[src/rtl/bus_drvr_fifo_bank_if.sv]
// bus_drvr_fifo_bank_if: agent-write / DUT-pop handshake bundle for the driver FIFO bank
interface bus_drvr_fifo_bank_if #(
  parameter int NCH     = 4,
  parameter int PCKG_SZ = 16,
  parameter int CW      = 4
);
  logic [NCH-1:0]         wr_en, pop, clr_ovf, pndng, full, overflow;
  logic [NCH*PCKG_SZ-1:0] wr_data, D_pop;
  logic [NCH*CW-1:0]      count;
  modport master (output wr_en, wr_data, pop, clr_ovf, input pndng, D_pop, full, count, overflow);
  modport slave (input wr_en, wr_data, pop, clr_ovf, output pndng, D_pop, full, count, overflow);
endinterface

[src/rtl/bus_drvr_fifo_bank.sv]
// bus_drvr_fifo_bank: per-driver independent FWFT FIFOs with occupancy, sticky overflow and full-policy
module bus_drvr_fifo_bank #(
  parameter int BITS      = 1,
  parameter int DRVRS     = 4,
  parameter int PCKG_SZ   = 16,
  parameter int DEPTH     = 8,
  parameter int OVERWRITE = 0
) (
  input logic                clk,
  input logic                reset,
  bus_drvr_fifo_bank_if.slave bus
);
  localparam int NCH = BITS * DRVRS;
  localparam int AW  = $clog2(DEPTH);
  localparam int CW  = $clog2(DEPTH + 1);
  localparam logic [CW-1:0] FULL_CNT = CW'(DEPTH);
  localparam logic OVW = 1'(OVERWRITE != 0);
  for (genvar c = 0; c < NCH; c++) begin : g_ch
    logic [PCKG_SZ-1:0] mem_q [DEPTH];
    logic [AW-1:0] rd_q, rd_d, wr_q, wr_d;
    logic [CW-1:0] cnt_q, cnt_d;
    logic ovf_q, ovf_d, pnd, is_full, do_pop, ovf_ev, do_wr, adv_rd;
    // next state: a write into a full channel without a pop either drops or evicts the head
    always_comb begin
      pnd     = cnt_q != '0;
      is_full = cnt_q == FULL_CNT;
      do_pop  = bus.pop[c] & pnd;
      ovf_ev  = bus.wr_en[c] & is_full & ~do_pop;
      do_wr   = bus.wr_en[c] & (~ovf_ev | OVW);
      adv_rd  = do_pop | (ovf_ev & OVW);
      rd_d    = adv_rd ? rd_q + AW'(1) : rd_q;
      wr_d    = do_wr ? wr_q + AW'(1) : wr_q;
      cnt_d   = (do_wr & ~adv_rd) ? cnt_q + CW'(1) : (adv_rd & ~do_wr) ? cnt_q - CW'(1) : cnt_q;
      ovf_d   = ovf_ev | (ovf_q & ~bus.clr_ovf[c]);
    end
    // control state, flushed by reset
    always_ff @(posedge clk) begin
      rd_q  <= !reset ? '0 : rd_d;
      wr_q  <= !reset ? '0 : wr_d;
      cnt_q <= !reset ? '0 : cnt_d;
      ovf_q <= !reset ? 1'b0 : ovf_d;
    end
    // storage needs no reset; contents are only visible through count
    always_ff @(posedge clk) begin
      if (do_wr) mem_q[wr_q] <= bus.wr_data[c*PCKG_SZ +: PCKG_SZ];
    end
    assign bus.pndng[c]                    = pnd;
    assign bus.full[c]                     = is_full;
    assign bus.overflow[c]                 = ovf_q;
    assign bus.count[c*CW +: CW]           = cnt_q;
    assign bus.D_pop[c*PCKG_SZ +: PCKG_SZ] = pnd ? mem_q[rd_q] : '0;
  end
endmodule

[src/flat_wrapper.sv]
// flat-port wrapper written by rule: the top's interface ports become plain ports
module bus_drvr_fifo_bank_flat 
#(
  parameter int BITS      = 1,
  parameter int DRVRS     = 4,
  parameter int PCKG_SZ   = 16,
  parameter int DEPTH     = 8,
  parameter int OVERWRITE = 0
)
  (clk, reset, bus_wr_en, bus_wr_data, bus_pop, bus_clr_ovf, bus_pndng, bus_D_pop, bus_full, bus_count, bus_overflow);
  bus_drvr_fifo_bank_if #(.NCH((4)), .PCKG_SZ(PCKG_SZ), .CW((4))) bus_i ();
  input logic clk;
  input logic reset;
  input wire logic [$bits(bus_i.wr_en)-1:0] bus_wr_en;
  input wire logic [$bits(bus_i.wr_data)-1:0] bus_wr_data;
  input wire logic [$bits(bus_i.pop)-1:0] bus_pop;
  input wire logic [$bits(bus_i.clr_ovf)-1:0] bus_clr_ovf;
  output wire logic [$bits(bus_i.pndng)-1:0] bus_pndng;
  output wire logic [$bits(bus_i.D_pop)-1:0] bus_D_pop;
  output wire logic [$bits(bus_i.full)-1:0] bus_full;
  output wire logic [$bits(bus_i.count)-1:0] bus_count;
  output wire logic [$bits(bus_i.overflow)-1:0] bus_overflow;
  assign bus_i.wr_en = bus_wr_en;
  assign bus_i.wr_data = bus_wr_data;
  assign bus_i.pop = bus_pop;
  assign bus_i.clr_ovf = bus_clr_ovf;
  assign bus_pndng = bus_i.pndng;
  assign bus_D_pop = bus_i.D_pop;
  assign bus_full = bus_i.full;
  assign bus_count = bus_i.count;
  assign bus_overflow = bus_i.overflow;
  bus_drvr_fifo_bank #(.BITS(BITS), .DRVRS(DRVRS), .PCKG_SZ(PCKG_SZ), .DEPTH(DEPTH), .OVERWRITE(OVERWRITE)) u_core (.clk(clk), .reset(reset), .bus(bus_i));
endmodule
[config.mk]
export PLATFORM = sky130hd
export DESIGN_NAME = bus_drvr_fifo_bank_flat
export DESIGN_NICKNAME = d
export VERILOG_FILES = /design/src/rtl/bus_drvr_fifo_bank_if.sv /design/src/rtl/bus_drvr_fifo_bank.sv /design/src/flat_wrapper.sv
export SDC_FILE = /design/constraint.sdc
export NUM_CORES = 1
export LEC_CHECK = 0
export CORE_MARGIN = 4
export CORE_UTILIZATION = 30
export DETAILED_ROUTE_END_ITERATION = 10
export GPL_TIMING_DRIVEN = 1
export PLACE_DENSITY = 0.44
export SYNTH_ARGS = -nofsm -noshare
export SYNTH_HDL_FRONTEND = slang
export SYNTH_SLANG_ARGS = --single-unit
[constraint.sdc]
create_clock -name clk -period 3.48 [get_ports clk]
set_input_delay 0.696 -clock clk [delete_from_list [all_inputs] [get_ports clk]]
set_output_delay 0.696 -clock clk [all_outputs]
set_load 0.005 [all_outputs]
# [After elaboration in Yosys (flattened, before gate mapping)]
# Memories as Yosys holds them, arrays and structs flattened. A register that Yosys moved wholly into a read port is not among the register bits.
# Cells that the tools add are included.
[word_totals] mem_bits_rw=512 n_memories=4 wordCells=124 in_bits=78 regBits=44 output_inout_bits=92
[classes] n_addsub=16 n_eq_ne=4 bitwise_logic=48 reduce_logical=8 mux=28
[memory_table] memory="u_core.g_ch[0].mem_q" words=8 word_bits=16 rd=1 rd_ports_with_merged_regs=1 write_ports=1 line="bus_drvr_fifo_bank.sv:19" text="logic [PCKG_SZ-1:0] mem_q [DEPTH];"
[memory_table] memory="u_core.g_ch[1].mem_q" words=8 word_bits=16 rd=1 rd_ports_with_merged_regs=1 write_ports=1 line="bus_drvr_fifo_bank.sv:19"
[memory_table] memory="u_core.g_ch[2].mem_q" words=8 word_bits=16 rd=1 rd_ports_with_merged_regs=1 write_ports=1 line="bus_drvr_fifo_bank.sv:19"
[memory_table] memory="u_core.g_ch[3].mem_q" words=8 word_bits=16 rd=1 rd_ports_with_merged_regs=1 write_ports=1 line="bus_drvr_fifo_bank.sv:19"
[ops] operator="16-bit two-way mux" n=4
[ops] operator="4-bit two-way mux" n=8
[ops] operator="1-bit AND" n=28
[ops] operator="3-bit by 1-bit adder with 3-bit output, second input constant" n=8
[ops] operator="3-bit two-way mux" n=8
[ops] operator="4-bit by 1-bit adder with 4-bit output, second input constant" n=4
[ops] operator="4-bit equality test, second input constant" n=4
[ops] operator="1-bit inverter" n=16
[ops] operator="4-bit nonzero test" n=4
[ops] operator="4-bit by 1-bit subtractor with 4-bit output, second input constant" n=4
[ops] operator="1-bit two-way mux" n=8
[ops] operator="2-bit nonzero test" n=4
[ops] operator="1-bit bitwise OR" n=4

# [Longest topological paths before layout]
[depth] depth_word=10 ltp_mapped=10 depth_no_buf=10

# [Least setup slack after synthesis]
# OpenSTA, ideal clock, no wires.
[synth_path] path_type="register to register" start="register u_core.g_ch[0].cnt_q[0]" end="memory u_core.g_ch[0].mem_q[0][0], enable pin" n_path_buf=0 required_time_ns=3.050 synth_period_minus_slack_ns=2.784 slack_ns=0.696 setup_ns=0.430 arrival_time_ns=2.354 stages_incl_launch_ff=4 path_cell_list="dfxtp_1 or4b_4 o21ai_4 nor4_1"
[synth_between] elab_chain_len=8 elab_cells_between_ends=10 cone_classes="1 x eq/ne; 2 x mux; 6 x bitwise; 1 x reduce/logical"
[synth_rtl] element="from (decl)" line="bus_drvr_fifo_bank.sv:21" text="logic [CW-1:0] cnt_q, cnt_d;"
[synth_rtl] element="from (signal assigned)" line="bus_drvr_fifo_bank.sv:40" text="cnt_q <= !reset ? '0 : cnt_d;"
[synth_rtl] element="4-bit nonzero test" line="bus_drvr_fifo_bank.sv:25" text="pnd = cnt_q != '0;"
[synth_rtl] element="1-bit AND" line="bus_drvr_fifo_bank.sv:27" text="do_pop = bus.pop[c] & pnd;"
[synth_rtl] element="1-bit inverter" line="bus_drvr_fifo_bank.sv:28" text="ovf_ev = bus.wr_en[c] & is_full & ~do_pop;"
[synth_rtl] element="1-bit AND (*)" line="bus_drvr_fifo_bank.sv:28"
[synth_rtl] element="1-bit inverter (*)" line="bus_drvr_fifo_bank.sv:29" text="do_wr = bus.wr_en[c] & (~ovf_ev | OVW);"
[synth_rtl] element="1-bit AND (*)" line="bus_drvr_fifo_bank.sv:29"
[synth_rtl] element="1-bit two-way mux (*)" line="bus_drvr_fifo_bank.sv:45" text="if (do_wr) mem_q[wr_q] <= bus.wr_data[c*PCKG_SZ +: PCKG_SZ];"
[synth_rtl] element="1-bit two-way mux (not written as such) (*)" line="bus_drvr_fifo_bank.sv:45"
[synth_rtl] element="to (decl)" line="bus_drvr_fifo_bank.sv:19"
# Every way passes the cells marked *; elsewhere a longest branch is shown, timed or not.

==> impl_metrics.yaml <==
outcome:
  status: "complete, no violations"
synth:
  syn_avg_cell_area_um2: 19.6
  syn_nets: 1240
  yosysTopAreaCellShare: 0.688
  synth-seq-cells: 568
  yosysTopAreaCell: "edfxtp_1"
  postSynthCellCount: 1138
  syn_area_mm2: 0.0223
  synth_cell_types: 30
  ys_seq_area_frac: 0.738
  synthTopCellsByArea: "edfxtp_1 (69%), mux4_2 (13%), dfxtp_1 (5.0%), mux2i_1 (3.2%), nor2_1 (1.4%)"
  yosysWarnings: 0
critical_path:
  critPathSlowestCell: "mux4_2"
  arrival_ns: 2.58
  path_buf_inv: 2
  worstRegToRegCells: 10
  worstSetupEndpointType: "output port"
  worstPathRequired_ns: 2.78
  startpoint_type: "register"
  path_class: "reg -> out"
  slowest_delay_ns: 0.53
  rr_startpoint: "u_core.g_ch[3].cnt_q[0]$_SDFFE_PN0P_"
  crit_fanout: 26
  critPathTopFamily: "multiplexers"
  r2r_slack_ns: 0.62
  path_cells: "buf_12, mux4_2, mux2i_1, nor2_1, clkdlybuf4s50_1"
  r2r-end: "u_core.g_ch[3].cnt_q[3]$_SDFFE_PN0P_"
grt:
  grt_pass1_vias: 11800
  grt_max_degree: 57
  grt_pass1_wl_um: 75200
  track_usage: 0.127
  grt_overflow: 0
  antenna_found_initial: 2
sta:
  period_share: 0.942
  post-route-min-period_ns: 3.28
  final-max-slew-violation-count: 0
  finClkSkew_ns: 0.0254
  max-slew-margin-rel: 0.309
  hold_viol: 0
  rsz0062_at_grt: "false"
  fmax_mhz: 305
  worst_slew_pin_slew_ns: 1.04
  fin_setup_tns_ns: 0
  setup_violations: 0
hold_path:
  hp-class: "reg -> reg"
  hp-start: "u_core.g_ch[1].rd_q[1]$_SDFFE_PN0N_"
  holdPathStages: 2
layout:
  drive_gt1_frac: 0.222
  fin_cells: 2378
  n_antenna_cell: 0
  nNetsFinal: 1471
  multi_input_area_mm2: 0.00559
  regArea_mm2: 0.0165
  layout.cells.most_common: "edfxtp_1"
  n_fill_cell: 6813
  area_growth_pct: 24.2
  layout.cells.most_common_list: "edfxtp_1 (512), clkdlybuf4s50_1 (168), mux4_2 (128), nor2_1 (84), mux2i_1 (72)"
route:
  dr.first_iter.drc_count: 538
  vias_per_cell: 4.62
  drt_wl_total_um: 50200
  antenna_left: 0
  routedWlPerCell_um: 21.1
  drc: 0
  vias: 11000
  dr.pass1.iters: 4
clocking:
  cts_hold_buf: 0
  cts_htree_levels: 3
  cts_tree: "done"
  tritoncts_num_sinks: 568
  numCtsBuffers: 66
  clk_pin_slew_ns: 0.06
  clk_latency_ns: 0.59
  clockBufferDepth: 3
  clockRootBuffer: "clkbuf_16"
run:
  maxCapViolations: 0
floorplanning:
  die_w_um: 281
  die-area_mm2: 0.0789
  core_mm2: 0.0733
  start_util: 0.305
  die_y_um: 281
  placementRows: 99
  io_pins: 170
power:
  leakagePower_uw: 0.00882
  power_per_cell_area_mw_per_mm2: 735
  peakVddDrop_uv: 410
place:
  numPortBuffers: 169
  finalWeightedCongestion: 0.677
  dp.cells: 2259
  hpwl_um: 29300
[registers in the layout, indices dropped and copies added (netlist names), named ones only]
| name | count |
|---|---|
| u_core.g_ch.mem_q | 512 |
| u_core.g_ch.cnt_q | 16 |
| u_core.g_ch.rd_q | 12 |
| u_core.g_ch.wr_q | 12 |
| u_core.g_ch.ovf_q | 4 |
[area by class of cell]
type                    instances  share of cell area
repair buffers                225              0.0809
inverters                      16             0.00216
multi-input cells             492               0.201
clock inverters                38              0.0137
flip-flops and latches        568               0.595
well taps                     959              0.0433
clock buffers                  80              0.0637
[synthesized netlist by cell type (all sizes together)]
| cell type | number |
|---|---|
| fa | 4 |
| clkbuf | 26 |
| a21boi | 4 |
| mux4 | 128 |
| and2 | 28 |
| inv | 16 |
| xnor2 | 24 |
| nor2b | 12 |
| or4b | 4 |
| nor3 | 16 |
| nand2b | 12 |
| nor4 | 8 |
| nand2 | 28 |
| nor2 | 84 |
| a211oi | 4 |
| o21ai | 8 |
| ha | 20 |
| buf | 36 |
| edfxtp | 512 |
| a31oi | 4 |
| a21oi | 8 |
| nand3 | 20 |
| mux2i | 72 |
| dfxtp | 56 |
| o211ai | 4 |
[cells by family after synthesis]
logic type | count (synthesis) | share of synthesized area
AO/OA/AOI/OAI | 32 | 0.0110
XOR/XNOR | 24 | 0.00941
adder cells (fa/ha/maj) | 24 | 0.0148
buffers and inverters | 78 | 0.0162
flip-flops | 568 | 0.738
multiplexers | 200 | 0.161
AND/OR/NAND/NOR | 212 | 0.0488
[layer usage]
layer,GRT usage,vias up,part of all wire,routed length [um]
li1,-,4992,-,-
met1,0.164,5718,0.43,21800
met2,0.212,191,0.49,24700
met3,0.0370,79,0.053,2680
met4,0.0309,4,0.019,976
met5,0,-,0.00046,23
[worst max-delay path by stage]
stage | slack [ns] | cells after the start | startpoint | end
final | 0.20 | 5 | register | bus_D_pop[57]
after global routing | 0.02 | 5 | register | bus_D_pop[4]
after CTS | 0.08 | 5 | register | bus_D_pop[57]
after detailed placement | 0.37 | 10 | bus_pop[3] | u_core.g_ch[3].cnt_q[3]$_SDFFE_PN0P_
after global placement | 0.41 | 10 | bus_pop[1] | u_core.g_ch[1].cnt_q[3]$_SDFFE_PN0P_
after floorplan | 0.70 | 3 | u_core.g_ch[0].cnt_q[0]$_SDFFE_PN0P_ | u_core.g_ch[0].mem_q[0][0]$_DFFE_PP_
[repair_timing]
action / in CTS / in global routing
resized for setup: 2 / 0
buffers inserted: 0 / 0
endpoints found under the hold margin: 0 / 0
endpoints found under the setup margin: 2 / 0
[through the flow]
stage	hold WS [ns]	power, uW	util	setup WS (ns)	cell area [um2]
6_report	0.498	20400	0.378	0.201	27700
5_1_grt	0.555	21500	0.378	0.0159	27700
4_1_cts	0.510	20900	0.378	0.0838	27700
3_5_place_dp	0.499	13900	0.349	0.371	25600
3_3_place_gp	0.491	13900	0.349	0.408	25600
2_1_floorplan	0.467	11400	-	0.696	22300
[where the power goes]
part           leakage (uW)  switching [uW]  internal, uW
Combinational       0.00266            2360          2990
Sequential          0.00511             349          7890
Clock               0.00104            2710          4080
Total               0.00882            5420         15000
[worst min-delay path: stages, from the launching register on]
cell and delay, ns:
dfxtp_1 0.31, nand2_1 0.05, a21boi_0 0.09
Note: power is estimated with default switching activity, not from simulation.
